File: config.mk
export PLATFORM = sky130hd
export DESIGN_NAME = fetch_pc_stage
export DESIGN_NICKNAME = d
export VERILOG_FILES = /design/src/rtl/fetch_pc_stage_pkg.sv /design/src/rtl/fetch_pc_stage_pc_reg.sv /design/src/rtl/fetch_pc_stage.sv
export SDC_FILE = /design/constraint.sdc
export NUM_CORES = 1
export LEC_CHECK = 0
export ABC_AREA = 1
export CORE_MARGIN = 1
export CORE_UTILIZATION = 63
export DETAILED_ROUTE_END_ITERATION = 16
export DONT_BUFFER_PORTS = 1
export PLACE_DENSITY = 0.85
export SLEW_MARGIN = 25
export SYNTH_ARGS = -nofsm -noshare
export SYNTH_HDL_FRONTEND = slang
export SYNTH_SLANG_ARGS = --single-unit
File: constraint.sdc
create_clock -name clk -period 1.8 [get_ports clk]
set_clock_uncertainty 0.1 [all_clocks]
set_input_delay 0.18 -clock clk [delete_from_list [all_inputs] [get_ports clk]]
set_output_delay 0.18 -clock clk [all_outputs]
set_load 0.005 [all_outputs]
File: src/rtl/fetch_pc_stage_pkg.sv
// rtl/fetch_pc_stage_pkg.sv - shared types and constants for the instruction-fetch stage
package fetch_pc_stage_pkg;

    localparam int ADDR_W  = 32;
    localparam int INSTR_W = 32;

    localparam logic [ADDR_W-1:0] DEFAULT_RESET_PC = 32'h0040_0000;
    localparam logic [ADDR_W-1:0] PC_STEP          = 32'd4;
    localparam logic [ADDR_W-1:0] WORD_MASK        = 32'hFFFF_FFFC;

    typedef enum logic [1:0] {
        FS_REQ  = 2'd0,
        FS_WAIT = 2'd1,
        FS_HOLD = 2'd2,
        FS_DROP = 2'd3
    } fetch_state_e;

    function automatic logic [ADDR_W-1:0] word_align(input logic [ADDR_W-1:0] addr);
        return addr & WORD_MASK;
    endfunction

endpackage

File: src/rtl/fetch_pc_stage_pc_reg.sv
// rtl/fetch_pc_stage_pc_reg.sv - program counter with load and +4 increment
module fetch_pc_stage_pc_reg
    import fetch_pc_stage_pkg::*;
#(
    parameter logic [ADDR_W-1:0] RESET_PC = DEFAULT_RESET_PC
) (
    input  logic              clk,
    input  logic              reset_n,
    input  logic              load,
    input  logic [ADDR_W-1:0] load_pc,
    input  logic              inc,
    output logic [ADDR_W-1:0] pc,
    output logic [ADDR_W-1:0] pc_plus4
);

    // Wraps modulo 2^32 with no carry out; a redirect beats the sequential step.
    assign pc_plus4 = pc + PC_STEP;

    always_ff @(posedge clk) begin
        if (!reset_n) begin
            pc <= RESET_PC;
        end else if (load) begin
            pc <= load_pc;
        end else if (inc) begin
            pc <= pc_plus4;
        end
    end

endmodule

File: src/rtl/fetch_pc_stage.sv
// rtl/fetch_pc_stage.sv - fetch FSM, imem request channel and decode output register
module fetch_pc_stage
    import fetch_pc_stage_pkg::*;
#(
    parameter logic [ADDR_W-1:0] RESET_PC = DEFAULT_RESET_PC
) (
    input  logic               clk,
    input  logic               reset_n,
    input  logic               redirect_valid,
    input  logic [ADDR_W-1:0]  redirect_pc,
    output logic               imem_req_valid,
    output logic [ADDR_W-1:0]  imem_req_addr,
    input  logic               imem_req_ready,
    input  logic               imem_resp_valid,
    input  logic [INSTR_W-1:0] imem_resp_data,
    output logic               if_valid,
    output logic [INSTR_W-1:0] if_instr,
    output logic [ADDR_W-1:0]  if_pc,
    output logic [ADDR_W-1:0]  if_pcplus4,
    input  logic               id_ready
);

    fetch_state_e      state;
    logic [ADDR_W-1:0] pc;
    logic [ADDR_W-1:0] pc_plus4;
    logic [ADDR_W-1:0] target;
    logic [ADDR_W-1:0] next_req_addr;
    logic              req_fire;
    logic              resp_in_wait;
    logic              resp_in_drop;
    logic              load_out;
    logic              consumed;

    assign target        = word_align(redirect_pc);
    assign req_fire      = (state == FS_REQ) && imem_req_valid && imem_req_ready;
    assign resp_in_wait  = (state == FS_WAIT) && imem_resp_valid;
    assign resp_in_drop  = (state == FS_DROP) && imem_resp_valid;
    assign load_out      = resp_in_wait && !redirect_valid;
    assign consumed      = if_valid && id_ready;
    assign next_req_addr = redirect_valid ? target : pc;

    fetch_pc_stage_pc_reg #(
        .RESET_PC (RESET_PC)
    ) u_pc_reg (
        .clk      (clk),
        .reset_n  (reset_n),
        .load     (redirect_valid),
        .load_pc  (target),
        .inc      (load_out),
        .pc       (pc),
        .pc_plus4 (pc_plus4)
    );

    // Request outputs are registered: every entry into REQ loads the address along with
    // the state, except the very first REQ after reset, which spends one cycle idle.
    always_ff @(posedge clk) begin
        if (!reset_n) begin
            state          <= FS_REQ;
            imem_req_valid <= 1'b0;
            imem_req_addr  <= '0;
        end else begin
            case (state)
                FS_REQ: begin
                    if (req_fire) begin
                        imem_req_valid <= 1'b0;
                        state          <= redirect_valid ? FS_DROP : FS_WAIT;
                    end else if (redirect_valid || !imem_req_valid) begin
                        imem_req_valid <= 1'b1;
                        imem_req_addr  <= next_req_addr;
                    end
                end
                FS_WAIT: begin
                    if (resp_in_wait && redirect_valid) begin
                        state          <= FS_REQ;
                        imem_req_valid <= 1'b1;
                        imem_req_addr  <= target;
                    end else if (resp_in_wait) begin
                        state <= FS_HOLD;
                    end else if (redirect_valid) begin
                        state <= FS_DROP;
                    end
                end
                // Only leave once the output register is free, so a response never lands
                // on an instruction decode has not taken yet.
                FS_HOLD: begin
                    if (redirect_valid || !if_valid || id_ready) begin
                        state          <= FS_REQ;
                        imem_req_valid <= 1'b1;
                        imem_req_addr  <= next_req_addr;
                    end
                end
                // The stale response retires the only outstanding request, so leave even
                // if a redirect arrives with it; otherwise DROP would wait forever.
                FS_DROP: begin
                    if (resp_in_drop) begin
                        state          <= FS_REQ;
                        imem_req_valid <= 1'b1;
                        imem_req_addr  <= next_req_addr;
                    end
                end
                default: begin
                    state          <= FS_REQ;
                    imem_req_valid <= 1'b0;
                end
            endcase
        end
    end

    always_ff @(posedge clk) begin
        if (!reset_n) begin
            if_valid   <= 1'b0;
            if_instr   <= '0;
            if_pc      <= '0;
            if_pcplus4 <= '0;
        end else if (redirect_valid) begin
            if_valid <= 1'b0;
        end else if (load_out) begin
            if_valid   <= 1'b1;
            if_instr   <= imem_resp_data;
            if_pc      <= pc;
            if_pcplus4 <= pc_plus4;
        end else if (consumed) begin
            if_valid <= 1'b0;
        end
    end

endmodule

==> impl_metrics.toml <==
[floorplan]
io-pin-count = 200
die_h_um = 105
fp-row-count = 37
die-area_um2 = 11100
core_area_um2 = 10300
initial_cell_density_of_the_core_pct = 65.2
floorplan.die.width_um = 105

[layout]
areaGrowthSynthToFinish_pct = 21.3
final_net_count = 1094
final_core_utilization_pct = 79.1
insertedDiodeCount = 0
drive_gt1_share_pct = 7.63
finish.cell_count_without_fillers = 1172
final_cell_area_um2 = 8170

[worst_setup_path]
worst-endpoint-required_ps = 2160
cp-end-kind = "flip-flop"
timing.critical_path.arrival_ps = 2070
critical-path-slowest-cell = "sky130_fd_sc_hd__dfxtp_1"
start_point_of_the_critical_path = "u_pc_reg.pc[3]"
worst_r2r_path_depth = 8
worst-setup-path-type = "flip-flop to flip-flop"
r2r_slack_ps = 90
rr_startpoint = "u_pc_reg.pc[3]"
cell_seen_most_often_among_critical_path_stages = "sky130_fd_sc_hd__nand2_1"
worst_path_maximum_fanout = 5
timing.rr.end = "if_pcplus4[18]"
ordered_cell_list_for_the_critical_path = "ha_1 -> nand2_1 -> nor2_4 -> nand2_2 -> nor2_2 -> xor2_1 -> nand2_1 -> a21oi_1"
start_kind = "flip-flop"
timing.critical_path.slowest_cell_delay_ps = 380

[synth]
syn_inst = 973
synth_area_leader_cell = "sky130_fd_sc_hd__dfxtp_1"
edff_count_synth = 0
synth_async_sr_flop_share_pct = 0
ys_types = 31
synth_flop_cell = "sky130_fd_sc_hd__dfxtp_1"
yosysWarnings = 0
synth.cell_area_um2 = 6730
dominant_cell_by_count_in_the_synthesized_netlist = "sky130_fd_sc_hd__nand2_1"
synthTopCellsByCount = "sky130_fd_sc_hd__nand2_1, sky130_fd_sc_hd__nor2_1, sky130_fd_sc_hd__dfxtp_1, sky130_fd_sc_hd__o21ai_0, sky130_fd_sc_hd__a21oi_1"
synth_largest_type_area_fraction_pct = 46.4
ys_ff_latch = 156
top_cells_by_area_synth = "sky130_fd_sc_hd__dfxtp_1, sky130_fd_sc_hd__nand2_1, sky130_fd_sc_hd__o21ai_0"
seq_area_frac_synth_pct = 46.4
syn-mean-instance-area_um2 = 6.92

[placement]
placement.cell_area_um2 = 6780
placement.io_buffers = 0
placed_cells_incl_taps = 1068
gp_congestion = 0.942
dp_hpwl_um = 11200

[global_routing]
antenna_found_initial = 0
globalRouteTotalUtil_pct = 33.8
globalRoute.totalOverflow = 0
grt_pass1_vias = 6261
first_pass_grt_wire_length_um = 29800
largest_net_degree_at_the_start_of_global_routing = 95

[status]
violations_in_the_final_reports = "hold timing"
run_status = "complete, but fails checks"

[power]
fin_total_pwr_mw = 10.1
p_leak_nw = 3.33
power-per-cell-area_nw_per_um2 = 1230
vdd.ir_drop.worst_mv = 0.818

[detailed_routing]
detail_route.vias_per_cell = 5.64
detail_route.first_pass.iterations = 6
detailedRoute.firstIterationViolations = 563
route.final.wire_length_um = 19300
detailroute.via_count = 6610
detail-route-antenna-nets = 0
drc = 0
drt-wirelength-per-cell_um = 16.5

[clock_tree]
cts_buffer_depth = 2
postCtsSetupBuffers = 0
cts_tree = "built"
htree_num_levels = 4
clockRootBuffer = "sky130_fd_sc_hd__clkbuf_8"
clock_insertion_delay_worst_skew_ps = 530
path_clk_slew_ps = 70
cts_made_buffers = 17
clock_sinks = 156

[timing]
holdWs_ps = -1.93
fin_crit_sh_pct = 95.1
setup_total_negative_slack_ps = 0
report.final.hold_viol_count = 3
report.final.setup_viol = 0
final-max-slew-violation-count = 0
period_minus_slack_ps = 1710
fmaxAchievable_ghz = 0.584

[hold_path]
hold_path_depth = 3
hold_path.startpoint = "reset_n"
worst_hold_path_type = "input port to flip-flop"
hold_end = "u_pc_reg.pc[20]"

[job]
maxCapViolCount = 0
## area by class of cell
| type | instances | area, µm² |
|---|---|---|
| well taps | 136 | 170 |
| clock buffers | 20 | 435 |
| flip-flops and latches | 156 | 3120 |
| fillers | 699 | 2160 |
| repair buffers | 85 | 945 |
| inverters | 75 | 287 |
| multi-input cells | 688 | 3080 |
| clock inverters | 12 | 123 |
## critical path: cells and delay by family (launching register included)
kind	cells	cell delay [ps]
AND/OR/NAND/NOR	5	660
flip-flops	1	380
adder cells (fa/ha/maj)	1	210
XOR/XNOR	1	160
AO/OA/AOI/OAI	1	130
## worst max-delay path by stage
stage | endpoint | slack, ps | cells after the start
3_5_place_dp | u_pc_reg.pc[18] | 60 | 8
6_report | if_pcplus4[18] | 90 | 8
2_1_floorplan | if_pcplus4[18] | 350 | 8
5_1_grt | if_pcplus4[25] | -30 | 8
3_3_place_gp | if_pcplus4[28] | 100 | 10
4_1_cts | if_pcplus4[28] | 30 | 9
## power by group
part	internal (mW)	leakage, nW	switching [mW]	total [mW]
logic	0.750	1.80	1.45	2.20
registers	4.00	1.27	0.424	4.43
clock network	2.00	0.262	1.43	3.42
## layer usage
metal,share of wire (%),global-route usage [%]
met5,0,0
met4,1.9,10.3
met1,40,39.4
met2,48,58.4
met3,10,11.6
## per-stage QoR
stage / setup WS [ps] / hold slack, ps
6_report: 88.9 / -1.93
5_1_grt: -33.1 / -4.91
4_1_cts: 25.6 / -55.4
3_5_place_dp: 56.4 / 176
3_3_place_gp: 101 / 180
2_1_floorplan: 354 / 215
## logic make-up after synthesis
logic type      count (synthesis)  share of synthesized area [%]
simple gates                  425                           25.2
compound gates                251                           19.0
flops                         156                           46.4
buf+inv                       134                           8.53
xor+xnor                        5                          0.650
fa+ha+maj                       1                          0.186
other cells                     1                         0.0557
## flip-flops by register name (all words and copies together) (netlist names)
signal          flops
if_instr           32
if_pc              30
if_pcplus4         30
imem_req_addr      30
u_pc_reg.pc        30
state               2
if_valid            1
imem_req_valid      1
## what timing repair did
item                       4_1_cts  5_1_grt
hold buffers                    68        3
resized for setup                0       15
hold endpoints to repair       152       45
setup endpoints to repair        0       49
## placed cells by master, fill, tap and decap left out, drive strengths merged, types with 2 or more instances in the layout
cell type / count
clkinv: 6
nand3: 28
clkbuf: 21
o21ai: 151
buf: 17
a21oi: 89
nand2: 218
dlygate4sd3: 66
xor2: 5
bufinv: 2
o21bai: 2
clkinvlp: 5
nor2: 175
a31oi: 8
dfxtp: 156
conb: 6
inv: 74
(Power assumes the default switching activity.)
